--- src/rtl/bf16_result_fifo.sv ---
// Show-ahead capture FIFO for bfloat16 FPU results with overflow/drop statistics.
// Push visible at head one edge later; when full, pushes are dropped unless a pop frees the slot that cycle.
module bf16_result_fifo #(
  parameter int DEPTH = 8,
  parameter int CNT_W = $clog2(DEPTH) + 1
) (
  input  logic             clk,
  input  logic             rst,
  input  logic             in_valid_i,
  input  logic [15:0]      res_i,
  input  logic             ovf_i,
  input  logic [3:0]       mode_i,
  output logic             out_valid_o,
  input  logic             out_ready_i,
  output logic [15:0]      out_data_o,
  output logic             out_ovf_o,
  output logic [3:0]       out_mode_o,
  output logic [CNT_W-1:0] count_o,
  output logic             full_o,
  output logic             empty_o,
  output logic             drop_o,
  output logic [7:0]       drop_cnt_o,
  output logic [15:0]      ovf_cnt_o,
  output logic             sticky_ovf_o,
  input  logic             clr_i
);

  localparam int PTR_W = $clog2(DEPTH);

  logic [20:0]      mem [DEPTH];
  logic [PTR_W-1:0] rd_ptr;
  logic [PTR_W-1:0] wr_ptr;
  logic [CNT_W-1:0] count;
  logic [20:0]      head;
  logic             push;
  logic             pop;
  logic             drop;

  assign empty_o     = (count == '0);
  assign full_o      = (count == CNT_W'(DEPTH));
  assign count_o     = count;
  assign out_valid_o = !empty_o;

  assign pop  = out_valid_o & out_ready_i;
  // A pop on a full FIFO frees the slot the same cycle, so the push still lands.
  assign push = in_valid_i & (!full_o | pop);
  assign drop = in_valid_i & full_o & !pop;

  assign head       = mem[rd_ptr];
  assign out_data_o = empty_o ? 16'h0000 : head[15:0];
  assign out_ovf_o  = empty_o ? 1'b0     : head[16];
  assign out_mode_o = empty_o ? 4'h0     : head[20:17];

  always_ff @(posedge clk) begin
    if (!rst && push) begin
      mem[wr_ptr] <= {mode_i, ovf_i, res_i};
    end
  end

  always_ff @(posedge clk) begin
    if (rst) begin
      rd_ptr <= '0;
      wr_ptr <= '0;
      count  <= '0;
    end else begin
      if (push) wr_ptr <= wr_ptr + 1'b1;
      if (pop)  rd_ptr <= rd_ptr + 1'b1;
      if (push && !pop) begin
        count <= count + 1'b1;
      end else if (pop && !push) begin
        count <= count - 1'b1;
      end
    end
  end

  // Statistics: clear wins over any same-cycle increment.
  always_ff @(posedge clk) begin
    if (rst) begin
      drop_o       <= 1'b0;
      drop_cnt_o   <= 8'h00;
      ovf_cnt_o    <= 16'h0000;
      sticky_ovf_o <= 1'b0;
    end else begin
      drop_o <= drop;
      if (clr_i) begin
        drop_cnt_o   <= 8'h00;
        ovf_cnt_o    <= 16'h0000;
        sticky_ovf_o <= 1'b0;
      end else begin
        if (drop && drop_cnt_o != 8'hFF) drop_cnt_o <= drop_cnt_o + 8'h01;
        if (push && ovf_i) begin
          sticky_ovf_o <= 1'b1;
          if (ovf_cnt_o != 16'hFFFF) ovf_cnt_o <= ovf_cnt_o + 16'h0001;
        end
      end
    end
  end

endmodule

--- config.mk ---
export PLATFORM = sky130hd
export DESIGN_NAME = bf16_result_fifo
export DESIGN_NICKNAME = d
export VERILOG_FILES = /design/src/rtl/bf16_result_fifo.sv
export SDC_FILE = /design/constraint.sdc
export NUM_CORES = 1
export LEC_CHECK = 0
export CELL_PAD_IN_SITES_DETAIL_PLACEMENT = 2
export CELL_PAD_IN_SITES_GLOBAL_PLACEMENT = 2
export CORE_AREA = 2 2 148 136
export CTS_BUF_LIST = sky130_fd_sc_hd__clkbuf_8
export CTS_CLUSTER_DIAMETER = 100
export CTS_CLUSTER_SIZE = 8
export DETAILED_ROUTE_END_ITERATION = 8
export DIE_AREA = 0 0 150 138
export PLACE_DENSITY_LB_ADDON = 0.1
export SYNTH_ARGS = -nofsm -noshare
export SYNTH_HDL_FRONTEND = slang
export SYNTH_SLANG_ARGS = --single-unit
--- constraint.sdc ---
create_clock -name clk -period 4.6 [get_ports clk]
set_input_delay 0.92 -clock clk [delete_from_list [all_inputs] [get_ports clk]]
set_output_delay 0.92 -clock clk [all_outputs]
set_load 0.02 [all_outputs]
### Word-level counts from Yosys, hierarchy flattened

Memory sizes are Yosys's and may differ from the RTL's. A register that Yosys moved wholly into a read port is not among the register bits.
Index checks and enable logic that the tools add are counted.

* RAM bits: 168
* logic and storage cells: 45
* bits of input ports: 26
* register bits: 36
* output and inout port bits: 54
* memories: 1

* reductions and logical operators: 14
* equal/unequal tests: 3
* multiplexer cells: 9
* bitwise gates (word level): 5
* $add $sub $neg: 6

Memory list
* mem: words 8, width 21, rd ports 1, clocked after memory_dff 1, wr ports 1, line 30 `logic [20:0] mem [DEPTH];`

Operator list (count)
* $add 16x1->16 const B: 1
* $mux 16: 1
* $ne 16x16->1 const B: 1
* $mux 4: 3
* $add 8x1->8 const B: 1
* $ne 8x8->1 const B: 1
* $add 3x1->3 const B: 2
* $mux 3: 2
* $logic_and 1x1->1: 5
* $logic_not 1->1: 5
* $add 4x1->4 const B: 1
* $and 1x1->1: 4
* $eq 4x4->1 const B: 1
* $logic_not 4->1: 1
* $sub 4x1->4 const B: 1
* $mux 1: 3
* $reduce_and 2->1: 1
* $reduce_bool 2->1: 1
* $reduce_or 2->1: 1
* $or 1x1->1: 1

### Logic depth before layout (Yosys ltp)

Gate-level depths: netlist of the first run.

* depth in word-level cells: 9
* depth in mapped cells: 12
* mapped depth without buffers: 11

### Worst setup path before layout of the first run

OpenSTA, ideal clock, no wires.

* kind: input to register
* start: input port out_ready_i
* end: memory mem[5][0], enable pin
* setup slack: 0.258 ns
* path buffers: 1
* cell stages on the path: 5
* setup time: 0.460 ns
* arrival time: 3.882 ns
* data required time: 4.140 ns
* cells stage by stage: clkbuf_1 -> o21ai_2 -> inv_2 -> nand2_1 -> nor4b_1

* longest elaborated chain between the ends: 6

Ends and longest elaborated chain
* from (decl): line 14 `input logic out_ready_i,`
* $and 1x1->1: line 44 `assign pop = out_valid_o & out_ready_i;`
* $or 1x1->1: line 46 `assign push = in_valid_i & (!full_o | pop);`
* $and 1x1->1: line 46
* $logic_and 1x1->1: line 55 `if (!rst && push) begin`
* $mux 1: line 55
* $mux 1 (not written as such): line 56 `mem[wr_ptr] <= {mode_i, ovf_i, res_i};`
* to (decl): line 30

No other way between the ends.

### Worst setup path in the final report of the first run

* start: register count[0], in the netlist count_o[0]
* end: output port out_mode_o[2]

* longest elaborated chain between the ends: 2

Ends and longest elaborated chain
* from (decl): line 33 `logic [CNT_W-1:0] count;`
* from (signal assigned): line 69 `count <= count + 1'b1;`
* from (signal assigned): line 71 `count <= count - 1'b1;`
* $logic_not 4->1: line 39 `assign empty_o = (count == '0);`
* $mux 4: line 52 `assign out_mode_o = empty_o ? 4'h0 : head[20:17];`
* to (decl): line 17 `output logic [3:0] out_mode_o,`

No other way between the ends.

==> flow_metrics.env, run 1 <==
export IMPL_setup_tns_ps=0
export IMPL_rr_startpoint="count_o[0]"
export IMPL_synth_top_cells_by_count="edfxtp_1, nor2_1, mux4_2"
export IMPL_crit_start="count_o[0]"
export IMPL_synth_xor_area_share_pct=1.90
export IMPL_hold_class="flop to flop"
export IMPL_postSynthAreaPerCell_sq_um=16.9
export IMPL_synth_edf_count=168
export IMPL_die_w_um=150
export IMPL_start_kind="flop"
export IMPL_cts_buffers=29
export IMPL_syn_inst=489
export IMPL_antenna_left=0
export IMPL_worst_slew_pin_slew_ps=933
export IMPL_synth_cell_types=46
export IMPL_cts_hold_buffers=0
export IMPL_synth_seq_area_share_pct=70.4
export IMPL_outcome="finished clean"
export IMPL_arrival_ps=3010
export IMPL_dr_pass1_iters=4
export IMPL_avgViaCountPerCell=5.56
export IMPL_core_area_sq_um=19400
export IMPL_gp_congestion=0.743
export IMPL_endpoint_kind="output pin"
export IMPL_synth_simple_area_share_pct=7.71
export IMPL_crit_fanout=22
export IMPL_numPortBuffers=79
export IMPL_multi_input_area_sq_um=2360
export IMPL_ios=80
export IMPL_drive_gt1_share_pct=17.9
export IMPL_vias=4752
export IMPL_die_h_um=138
export IMPL_seqCellArea_sq_um=5830
export IMPL_wirelength_mm=20.6
export IMPL_synthMuxAreaShare_pct=14.6
export IMPL_p_leak_nw=3.17
export IMPL_hold_depth=2
export IMPL_r2r_slack_ps=1450
export IMPL_synth_area_leaders="edfxtp_1, mux4_2, dfxtp_1, mux2i_1, nor2_1"
export IMPL_grt_pass1_wl_mm=32.7
export IMPL_fillers=1790
export IMPL_powerDensity_nw_per_um2=475
export IMPL_clock_skew_final_ps=12.2
export IMPL_areaGrowthSynthToFinish_pct=19.8
export IMPL_cts_buffer_depth=3
export IMPL_fin_nets=624
export IMPL_worst_ep_required_time_ps=3680
export IMPL_cts_sinks=207
export IMPL_drc=0
export IMPL_start_util_pct=42.7
export IMPL_drt_iter0_drc=314
export IMPL_yosys_area_top_type_share_pct=60.9
export IMPL_finalSetupViolCount=0
export IMPL_path_class="flop to output pin"
export IMPL_post_cts_buffers=0
export IMPL_yosysWarnings=0
export IMPL_finalCritPeriodShare_pct=85.5
export IMPL_grt_max_degree=24
export IMPL_rsz0062_at_grt="no"
export IMPL_clock_fmax_mhz=254
export IMPL_cts_resized=0
export IMPL_period_minus_slack_ps=3930
export IMPL_htree_levels=1
export IMPL_cts_tree="yes"
export IMPL_wl_per_cell_um=24.1
export IMPL_grt_antenna_before_repair=0
export IMPL_worstSkewPairLatency_ps=540
export IMPL_clkTransAtPathRegs_ps=70
export IMPL_r2r_end="count_o[3]"
export IMPL_hold_viol_final=0
export IMPL_cts_root_buf="clkbuf_8"
export IMPL_slew_violations=0
export IMPL_grt_pass1_vias=5448
export IMPL_reg2regPathDepth=12
export IMPL_max_slew_margin_pct=37.5
export IMPL_synth_top_area_cell="edfxtp_1"
export IMPL_ys_seq_elements=207
export IMPL_irDropWorstVdd_uv=200
export IMPL_power_mw=4.71
export IMPL_synth_compound_area_share_pct=2.51
export IMPL_synth_fa_ha_area_share_pct=1.30
export IMPL_ys_async_sr_fraction_pct=0
export IMPL_fp_dieArea_sq_um=20700
export IMPL_synthesis_area_sq_um=8280
export IMPL_overflow=0
export IMPL_ys_flop_type="edfxtp_1"
export IMPL_synth_top_family_by_area="multiplexers"
export IMPL_num_rows=49
export IMPL_diodes=0
export IMPL_maxCapViolCount=0
export IMPL_endpoint="out_mode_o[2]"
export IMPL_synth_most_common_cell="edfxtp_1"
export IMPL_syn_num_nets=523
export IMPL_place_hpwl_mm=13.5
export IMPL_grt_usage_pct=20.8
registers in the layout (all words and copies together), names as in the netlist, named ones only:
| signal | flops |
|---|---|
| drop_cnt_o | 8 |
| rd_ptr | 3 |
| drop_o | 1 |
| ovf_cnt_o | 16 |
| wr_ptr | 3 |
| mem | 168 |
| sticky_ovf_o | 1 |
| count_o | 4 |
placed cells by master, fill, tap and decap left out, drive strengths merged, types with 7 or more instances in the layout:
cell           netlist  routed
xnor2               13      13
edfxtp             168     168
nand2               13      13
buf                  7      17
nor3                 9       9
dfxtp               39      39
mux4                42      42
nor4                 9       9
inv                  8      19
clkdlybuf4s50        0      79
a21oi                8       8
mux2i               26      26
nor2                54      54
ha                   7       7
nand3               14      14
clkbuf              19      29
where the power goes:
group	switching, mW	total, mW	internal, mW
clock	0.645	1.21	0.567
sequential	0.0827	2.17	2.09
combinational	0.672	1.33	0.653
how the worst min path moves through the flow:
| stage | from | endpoint | slack (ps) |
|---|---|---|---|
| floorplan | rd_ptr[1] | flop | 450 |
| global placement | sticky_ovf_o | sticky_ovf_o | 440 |
| detailed placement | sticky_ovf_o | sticky_ovf_o | 460 |
| CTS | sticky_ovf_o | sticky_ovf_o | 470 |
| global route | sticky_ovf_o | sticky_ovf_o | 480 |
| finish | sticky_ovf_o | sticky_ovf_o | 460 |
worst max-delay path, stage by stage, from the launching register on:
cell             delay, ps
dfxtp_1                380
or4_1                  620
inv_1                  700
nor2_1                 160
clkdlybuf4s50_1        580
layer usage:
metal,global-route usage [%],share of wire (%)
met5,0,0
met3,3.17,3.7
met2,35.2,50
met1,28.4,44
met4,4.97,1.9
layout make-up:
cell class	instances	area share, %
Sequential cell	207	58.8
Multi-Input combinational cell	248	23.8
Timing Repair Buffer	96	9.51
Clock buffer	29	4.02
Tap cell	255	3.22
Clock inverter	11	0.416
Inverter	8	0.303
logic make-up (layout without fill, tap and decap cells):
kind of cell / Yosys count / count (layout)
buffers and inverters: 34 / 144
adders and majority gates: 8 / 8
and+or+nand+nor: 125 / 125
DFF: 207 / 207
xor gates and xnor gates: 18 / 18
muxes: 68 / 68
AOI/OAI and AO/OA: 29 / 29
through the flow:
step                worst slack, ps  instance area [sq um]  hold WS (ps)  utilization (%)  instances
floorplan                       258                   8280           454                -        489
global placement               1090                   9480           438             48.9        814
detailed placement              980                   9480           459             48.9        814
CTS                             574                   9920           470             51.2        854
global route                    470                   9920           479             51.2        854
finish                          669                   9920           459             51.2        854
No activity file was read; power rests on OpenSTA's default activity.
==> run 2, diff against run 1 <==
CORE_AREA = 3 3 149 137   (was 2 2 148 136)
DIE_AREA = 0 0 152 140   (was 0 0 150 138)
==> run 2 against run 1 <==
  * Cell area barely moved
  * Total power down 0.21%
  * Final cell count decreased by 0.35%
  * Clock-buffer cell count is the same
  * Maximum frequency is 2.0% lower
  * Critical path depth grew 1
  * First-iteration DRC count fell by 7.6%
  * Utilization increased by 1.0 points
  * Die area rose by 2.8%
  * Combinational power barely moved
  * Register-to-register slack hardly changed
  * Critical endpoint is now out_data_o[6]
  * Largest cell class unchanged
  * Highest routed layer unchanged
==> flow_metrics.env, run 2 (synthesis results as in run 1) <==
export IMPL_finalSetupViolCount=0
export IMPL_period_minus_slack_ps=4010
export IMPL_antenna_left=0
export IMPL_numPortBuffers=79
export IMPL_core_area_sq_um=19000
export IMPL_die_w_um=152
export IMPL_worst_slew_pin_slew_ps=1050
export IMPL_avgViaCountPerCell=5.53
export IMPL_ios=80
export IMPL_path_buf_inv=3
export IMPL_cts_sinks=207
export IMPL_worstSkewPairLatency_ps=550
export IMPL_hold_viol_final=0
export IMPL_cts_root_buf="clkbuf_8"
export IMPL_hold_path_end="sticky_ovf_o"
export IMPL_worst_ep_required_time_ps=3680
export IMPL_drt_iter0_drc=290
export IMPL_hold_class="flop to flop"
export IMPL_grt_usage_pct=19.5
export IMPL_cp_top_family="buffers and inverters"
export IMPL_grt_pass1_wl_mm=32.4
export IMPL_p_leak_nw=3.17
export IMPL_finalCritPeriodShare_pct=87.2
export IMPL_rr_startpoint="count_o[0]"
export IMPL_r2r_end="count_o[3]"
export IMPL_clock_skew_final_ps=12.7
export IMPL_r2r_slack_ps=1460
export IMPL_layout_commonest_cell="edfxtp_1"
export IMPL_setup_tns_ps=0
export IMPL_fin_nets=625
export IMPL_largest_reg_flops=168
export IMPL_maxCapViolCount=0
export IMPL_dr_pass1_iters=4
export IMPL_rsz0062_at_grt="no"
export IMPL_path_class="flop to output pin"
export IMPL_arrival_ps=3090
export IMPL_wl_per_cell_um=23.8
export IMPL_hold_depth=2
export IMPL_whs_ps=452
export IMPL_gp_congestion=0.773
export IMPL_overflow=0
export IMPL_top_regs="mem (168), ovf_cnt_o (16), drop_cnt_o (8)"
export IMPL_grt_pass1_vias=5392
export IMPL_drc=0
export IMPL_diodes=0
export IMPL_vias=4708
export IMPL_final_cell_mix="edfxtp_1, clkdlybuf4s50_1, nor2_1"
export IMPL_cts_buffers=29
export IMPL_irDropWorstVdd_uv=183
export IMPL_die_h_um=140
export IMPL_drive_gt1_share_pct=18.1
export IMPL_top_register="mem"
export IMPL_clkTransAtPathRegs_ps=70
export IMPL_crit_fanout=18
export IMPL_place_hpwl_mm=13.1
export IMPL_cts_tree="yes"
export IMPL_slew_violations=0
export IMPL_fp_dieArea_sq_um=21300
export IMPL_grt_max_degree=27
export IMPL_post_cts_buffers=0
export IMPL_wirelength_mm=20.3
export IMPL_powerDensity_nw_per_um2=474
export IMPL_final_area_sq_um=9910
export IMPL_crit_chain="or4_1 > inv_1 > buf_4 > nor2_1 > clkdlybuf4s50_1"
export IMPL_min_from="sticky_ovf_o"
export IMPL_reg2regPathDepth=12
export IMPL_start_util_pct=43.6
export IMPL_dpl_cell_area_sq_um=9470
export IMPL_grt_antenna_before_repair=0
export IMPL_slowest_delay_ps=640
export IMPL_num_rows=48
export IMPL_pre_cts_slack_ps=950
export IMPL_layout_setup_ws_ps=590
export IMPL_start_kind="flop"
export IMPL_worst_path_max_delay_cell="or4_1"
export IMPL_htree_levels=1
export IMPL_areaGrowthSynthToFinish_pct=19.8
export IMPL_cts_hold_buffers=0
export IMPL_endpoint_kind="output pin"
export IMPL_max_slew_margin_pct=29.8
export IMPL_cts_buffer_depth=3
export IMPL_cts_resized=0
export IMPL_outcome="finished clean"
export IMPL_clock_fmax_mhz=249
[run 2: cell count changes in the layout (fill, tap and decap cells not counted)]
cell / before / now
buf_4: 15 / 17
clkinvlp_4: 0 / 1
buf_12: 2 / 1
[run 2: routing by layer]
layer | global-route usage, % | share of wire (%) | up-vias | wire length [um]
li1 | - | - | 2114 | -
met1 | 25.4 | 43 | 2464 | 8800
met2 | 33.8 | 51 | 103 | 10300
met3 | 3.95 | 3.9 | 27 | 798
met4 | 4.82 | 2.0 | 0 | 403
met5 | 0 | 0 | - | 0
[run 2: through the flow]
stage | instances | power [mW] | utilization, %
finish | 851 | 4.70 | 52.2
global route | 851 | 4.96 | 52.2
CTS | 851 | 4.79 | 52.2
detailed placement | 810 | 3.56 | 49.9
global placement | 810 | 3.51 | 49.9
floorplan | 489 | 3.03 | -
[run 2: final cells by class]
cell class / instances / area [sq um]
inverters: 8 / 30.0
flip-flops and latches: 207 / 5830
clock buffers: 29 / 399
clock inverters: 12 / 48.8
well taps: 250 / 313
multi-input cells: 248 / 2360
repair buffers: 97 / 938
fillers: 1728 / 9060
[run 2: power by group]
part           switching [mW]  internal [mW]
Sequential             0.0464           2.09
Clock                   0.640          0.570
Combinational           0.707          0.647
[run 2: how the worst max path moves through the flow]
stage | from | to | slack [ps] | cells after the start
after global routing | count_o[0] | out_data_o[5] | 420 | 5
after global placement | out_ready_i | count_o[3] | 1080 | 12
after floorplan | out_ready_i | mem[5][0] | 260 | 5
after detailed placement | out_ready_i | count_o[3] | 950 | 12
after CTS | count_o[0] | out_data_o[6] | 500 | 5
final | count_o[0] | out_data_o[6] | 590 | 5
[run 2: worst min-delay path, delay by kind of cell (launching register included)]
kind,cells,cell delay [ps]
AOI/OAI and AO/OA,1,50
buffers and inverters,1,50
DFF,1,310
